--- config.mk ---
export PLATFORM = sky130hd
export DESIGN_NAME = demux14_4b_word
export DESIGN_NICKNAME = d
export VERILOG_FILES = /design/src/rtl/demux_pkg.sv /design/src/rtl/gap_counter.sv /design/src/rtl/demux14_4b_word.sv
export SDC_FILE = /design/constraint.sdc
export NUM_CORES = 1
export LEC_CHECK = 0
export CAP_MARGIN = 40
export CORE_MARGIN = 2
export CORE_UTILIZATION = 60
export CTS_BUF_LIST = sky130_fd_sc_hd__clkbuf_8
export DETAILED_ROUTE_END_ITERATION = 6
export DONT_BUFFER_PORTS = 1
export MAX_ROUTING_LAYER = met4
export PLACE_DENSITY_LB_ADDON = 0.3
export RECOVER_POWER = 50
export SLEW_MARGIN = 10
export SYNTH_ARGS = -nofsm -noshare
export SYNTH_HDL_FRONTEND = slang
export SYNTH_SLANG_ARGS = --single-unit
--- constraint.sdc ---
create_clock -name clk -period 2.1 [get_ports clk]
set_clock_uncertainty 0.1 [all_clocks]
set_input_delay 0.63 -clock clk [delete_from_list [all_inputs] [get_ports clk]]
set_output_delay 0.63 -clock clk [all_outputs]
set_load 0.1 [all_outputs]
--- src/rtl/demux_pkg.sv ---
// Shared types and widths for the nibble-to-word demultiplexer.
package demux_pkg;

    localparam int SLOT_W = 2;
    localparam int LANE_W = 4;
    localparam int WORD_W = 16;
    localparam int GAP_W  = 4;
    localparam int NUM_LANES = 1 << SLOT_W;

    // IDLE: no partial group held; COLLECT: 1..3 nibbles held.
    typedef enum logic {
        IDLE    = 1'b0,
        COLLECT = 1'b1
    } state_e;

endpackage

--- src/rtl/gap_counter.sv ---
// Saturating idle-cycle counter; flags a stalled partial group when the
// count reaches GAP_MAX and rearms itself on the same edge.
module gap_counter
    import demux_pkg::*;
#(
    parameter int GAP_MAX = 4
) (
    input  logic clk,
    input  logic rst_n,
    input  logic clr_i,   // nibble accepted, or no group open
    input  logic en_i,    // idle cycle inside a partial group
    output logic hit_o,   // this idle cycle is the GAP_MAX-th in a row
    output logic drop_o   // registered one-cycle drop pulse
);

    logic [GAP_W-1:0] cnt_q;
    logic [GAP_W-1:0] cnt_inc;
    logic             drop_q;

    // Saturating increment, so a large GAP_MAX can never wrap back to 0.
    always_comb begin
        cnt_inc = (cnt_q == {GAP_W{1'b1}}) ? cnt_q : cnt_q + 1'b1;
        hit_o   = en_i && !clr_i && (cnt_inc == GAP_W'(GAP_MAX));
    end

    // Count idle cycles; a hit returns the counter to 0 for the next group.
    always_ff @(posedge clk or negedge rst_n) begin
        if (!rst_n) begin
            cnt_q  <= '0;
            drop_q <= 1'b0;
        end else begin
            if (clr_i || hit_o)
                cnt_q <= '0;
            else if (en_i)
                cnt_q <= cnt_inc;
            drop_q <= hit_o;
        end
    end

    assign drop_o = drop_q;

endmodule

--- src/rtl/demux14_4b_word.sv ---
// Round-robin distributor of a valid-qualified nibble stream onto four
// registered lanes, assembling each complete group into a 16-bit word.
module demux14_4b_word
    import demux_pkg::*;
#(
    parameter int GAP_MAX = 4
) (
    input  logic              clk,
    input  logic              reset,      // asynchronous, active low
    input  logic [LANE_W-1:0] in,
    input  logic              in_valid,
    output logic [LANE_W-1:0] out0,
    output logic [LANE_W-1:0] out1,
    output logic [LANE_W-1:0] out2,
    output logic [LANE_W-1:0] out3,
    output logic              out0_valid,
    output logic              out1_valid,
    output logic              out2_valid,
    output logic              out3_valid,
    output logic [WORD_W-1:0] word,
    output logic              word_valid,
    output logic [SLOT_W-1:0] slot,
    output logic              drop_err
);

    state_e                             state_q, state_d;
    logic [SLOT_W-1:0]                  slot_q, slot_d;
    logic [NUM_LANES-1:0][LANE_W-1:0]   lane_q;
    logic [NUM_LANES-1:0]               lane_vld_q;
    logic [WORD_W-1:0]                  word_q;
    logic                               word_vld_q;

    logic wr_en;
    logic done;
    logic cnt_clr;
    logic cnt_en;
    logic cnt_hit;

    gap_counter #(.GAP_MAX(GAP_MAX)) u_gap (
        .clk    (clk),
        .rst_n  (reset),
        .clr_i  (cnt_clr),
        .en_i   (cnt_en),
        .hit_o  (cnt_hit),
        .drop_o (drop_err)
    );

    // Next-state: accept nibbles into slot_q, close the group on slot 3,
    // abandon it when the gap counter hits.
    always_comb begin
        state_d = state_q;
        slot_d  = slot_q;
        wr_en   = 1'b0;
        done    = 1'b0;
        cnt_clr = 1'b0;
        cnt_en  = 1'b0;
        case (state_q)
            IDLE: begin
                cnt_clr = 1'b1;
                if (in_valid) begin
                    wr_en   = 1'b1;
                    slot_d  = SLOT_W'(1);
                    state_d = COLLECT;
                end
            end
            COLLECT: begin
                if (in_valid) begin
                    wr_en   = 1'b1;
                    cnt_clr = 1'b1;
                    if (slot_q == SLOT_W'(NUM_LANES - 1)) begin
                        done    = 1'b1;
                        slot_d  = '0;
                        state_d = IDLE;
                    end else begin
                        slot_d = slot_q + 1'b1;
                    end
                end else begin
                    cnt_en = 1'b1;
                    if (cnt_hit) begin
                        slot_d  = '0;
                        state_d = IDLE;
                    end
                end
            end
            default: begin
                slot_d  = '0;
                state_d = IDLE;
            end
        endcase
    end

    // FSM state and slot pointer.
    always_ff @(posedge clk or negedge reset) begin
        if (!reset) begin
            state_q <= IDLE;
            slot_q  <= '0;
        end else begin
            state_q <= state_d;
            slot_q  <= slot_d;
        end
    end

    // Lane registers hold stale data across a drop; valids are single pulses.
    always_ff @(posedge clk or negedge reset) begin
        if (!reset) begin
            lane_q     <= '0;
            lane_vld_q <= '0;
        end else begin
            lane_vld_q <= '0;
            if (wr_en) begin
                lane_q[slot_q]     <= in;
                lane_vld_q[slot_q] <= 1'b1;
            end
        end
    end

    // The closing nibble comes straight from the input, not lane 3's register.
    always_ff @(posedge clk or negedge reset) begin
        if (!reset) begin
            word_q     <= '0;
            word_vld_q <= 1'b0;
        end else begin
            word_vld_q <= done;
            if (done)
                word_q <= {in, lane_q[2], lane_q[1], lane_q[0]};
        end
    end

    assign out0       = lane_q[0];
    assign out1       = lane_q[1];
    assign out2       = lane_q[2];
    assign out3       = lane_q[3];
    assign out0_valid = lane_vld_q[0];
    assign out1_valid = lane_vld_q[1];
    assign out2_valid = lane_vld_q[2];
    assign out3_valid = lane_vld_q[3];
    assign word       = word_q;
    assign word_valid = word_vld_q;
    assign slot       = slot_q;

endmodule

==> metrics.txt, run 1 <==
result of the run=complete, no violations; dominant delay contributor by cell family on the critical path=simple AND/OR/NAND/NOR gates; Antenna Diode Count=0; number of enable flip-flop cells after synthesis=0; maximum clock insertion buffer count=2; Sinks on Clock Net=45; sequential fraction of the synthesis area=0.6164; worst slew slack as a fraction of its limit=0.2849; ratio of final minimum period to clock period=0.9815; CTS tree=done; total of buffers placed on input and output ports=0; antenna violations before repair=0; startpoint of the lowest-slack hold path=in_valid; total count of hold-check failures in the final report=0; slew at the pin with the worst max-slew slack=around 1100 ps; total overflow reported by the global router=0; instance count of the mapped netlist=127; share of post-route cells with drive strength above 1=0.4246; critical setup path kind=reg -> reg; Total Routed Length=5.889 mm; maximum number of pins on one net before global-route repair=46; Worst EP arrival=approximately 2100 ps; Yosys reg bits=between 40 and 50; via count of the first global-routing pass=1324; Net count, final=190; Post-Synthesis Net Count=139; TritonCTS buffer count=5; Tightest Hold Check Type=in -> reg; CP cell instances=ha_1 > or4b_1 > a31oi_2 > a21oi_1; cell at the root of the clock tree=sky130_fd_sc_hd__clkbuf_8; half-perimeter wire length of the detailed placement result=just under 3 mm; RePlAce Congestion=0.7536; residual antenna-violating net count after detailed routing=0; Die X=roughly 59 um; CP startpoint kind=flop; # setup viols final=0; standard-cell row count=20; post-route DRC violation count=0; Filler cells=82; share of flip-flops with an asynchronous set or reset after synthesis=1.000; total number of vias=between 1000 and 1500; wire length of the first global-routing pass=6.713 mm; I/O pin cnt=47; crit path launch=u_gap.cnt_q[1]$_DFFE_PN0P_; synth warn=0; final routed wire length divided by cell count=27.78 um; unrepaired setup endpoints after global routing=no; area of the mapped netlist=around 1800 um^2; Avg Inst Size Synth=between 10 and 15 um^2; first drt pass iteration count=4; most common flop cell mapped by yosys=sky130_fd_sc_hd__dfrtp_1; initial drt markers=37; Critical path buffers and inverters=0; required time at the worst-slack endpoint=2180 ps; initial core utilization=0.6134; count of maximum capacitance violations=0; slowest cell on the critical path=sky130_fd_sc_hd__or4b_1; Worst setup EP type=flop; setup_tns=0 ps; Unique masters post-synth=29; Final Max Tran Viols=0; area growth from synthesis to layout=52.26%; worst-skew pair later-pin latency=~300 ps; via/cell ratio=about 6; crit-path max cell delay=around 580 ps; post-layout min period=between 2000 and 2500 ps; area enclosed by the die boundary=3502 um^2; clock edge transition at the registers on the reported setup and hold paths=90 ps; maximum frequency from static timing analysis=485.2 MHz; H-tree depth reported by CTS=2; CP max FO=8; Floorplan Core Area=a little under 3000 um^2; Critical R2R Launch=u_gap.cnt_q[1]$_DFFE_PN0P_; DIE HEIGHT=approximately 59 um; global routing usage summed across all routing layers=0.2836
-- state kept, by name (all words and copies together) (netlist names) --
signal / cells
state_q: 1
word: 16
lane_vld_q: 4
u_gap.drop_o: 1
word_valid: 1
out0: 4
u_gap.cnt_q: 4
out3: 4
slot: 2
out2: 4
out1: 4
-- worst paths after layout --
kind	to	slack [ps]	depth (start not counted)
min reg2reg	out2[2]$_DFFE_PN0P_	530	1
max reg2reg	slot[0]$_DFFE_PN0P_	40	4
min in group asynchronous	out0[0]$_DFFE_PN0P_	410	1
max	slot[0]$_DFFE_PN0P_	40	4
max in group asynchronous	slot[1]$_DFFE_PN0P_	780	1
min	slot[1]$_DFFE_PN0P_	330	1
-- repair_timing --
item	4_1_cts	5_1_grt
hold buffers	1	0
gates resized for setup	0	2
hold endpoints to repair	45	0
endpoints found under the setup margin	0	2
buffers inserted	0	0
-- Yosys cell counts, types with 2 or more instances --
| library cell | n | area, um^2 |
|---|---|---|
| sky130_fd_sc_hd__a21oi_1 | 2 | 10.01 |
| sky130_fd_sc_hd__nand2b_1 | 2 | 12.51 |
| sky130_fd_sc_hd__mux2_2 | 31 | 349.1 |
| sky130_fd_sc_hd__buf_2 | 2 | 10.01 |
| sky130_fd_sc_hd__dfrtp_1 | 45 | 1126 |
| sky130_fd_sc_hd__nor3_1 | 3 | 15.01 |
| sky130_fd_sc_hd__nand3_1 | 3 | 15.01 |
| sky130_fd_sc_hd__or3b_1 | 2 | 17.52 |
| sky130_fd_sc_hd__ha_1 | 5 | 62.56 |
| sky130_fd_sc_hd__inv_1 | 9 | 33.78 |
| sky130_fd_sc_hd__nand2_1 | 4 | 15.01 |
| sky130_fd_sc_hd__o21ai_0 | 2 | 10.01 |
-- worst register-to-register path: stages (launching register included) --
cell	delay, ps
sky130_fd_sc_hd__dfrtp_1	490
sky130_fd_sc_hd__ha_1	330
sky130_fd_sc_hd__or4b_1	580
sky130_fd_sc_hd__a31oi_2	320
sky130_fd_sc_hd__a21oi_1	120
-- metrics by stage --
step	hold slack (ps)	area, um^2	setup WS (ps)	util	instances
2_1_floorplan	234.4	1829	189.9	-	127
3_3_place_gp	235.3	1928	351.1	0.6475	167
3_5_place_dp	235.4	2344	250.4	0.7870	189
4_1_cts	75.03	2497	110.2	0.8387	198
5_1_grt	322.9	2781	5.922	0.9340	212
6_report	331.1	2781	38.95	0.9340	212
-- routing by layer --
metal,track usage,part of all wire,routed length [um],vias up
met4,0.1201,0.048,282,0
met3,0.08297,0.066,390,23
met1,0.2969,0.35,2040,644
met2,0.4952,0.54,3176,91
li1,-,-,-,551
met5,-,0,0,-
-- cell type report --
cell class | count | area, um^2 | area share
Clock buffer | 5 | 68.82 | 0.02474
Clock inverter | 3 | 65.06 | 0.02339
Inverter | 9 | 33.78 | 0.01215
Multi-Input combinational cell | 71 | 665.6 | 0.2393
Sequential cell | 45 | 1129 | 0.4058
Tap cell | 33 | 41.29 | 0.01484
Timing Repair Buffer | 46 | 778.2 | 0.2798
-- logic make-up after synthesis --
group / synth area share
DFF: 0.6164
muxes: 0.2027
and+or+nand+nor: 0.06781
AOI/OAI and AO/OA: 0.05000
buffers and inverters: 0.02397
adders and majority gates: 0.03425
xor gates and xnor gates: 0.004795
-- cell usage in the layout, fill, tap and decap left out, drive strengths merged, types with 2 or more instances in the layout --
master / count
dfrtp: 45
buf: 41
mux2: 32
clkbuf: 10
inv: 9
ha: 5
nand2: 4
nand3: 4
nor3: 3
o21ai: 3
or3b: 2
nand2b: 2
a21oi: 2
bufinv: 2
Power of run 1 is left out: the tool's default activity adds up to more than one toggle a clock period on the data nets, which glitch-free logic cannot reach.
==> run 2, diff against run 1 <==
--- a/config.mk
+++ b/config.mk
@@ -18,3 +18,4 @@
 export SYNTH_ARGS = -nofsm -noshare
 export SYNTH_HDL_FRONTEND = slang
 export SYNTH_SLANG_ARGS = --single-unit
+export TNS_END_PERCENT = 50
==> results of run 2 <==
No change in the layout: final DEF, timing and power equal those of run 1.
Power of run 2 is left out for the same reason.
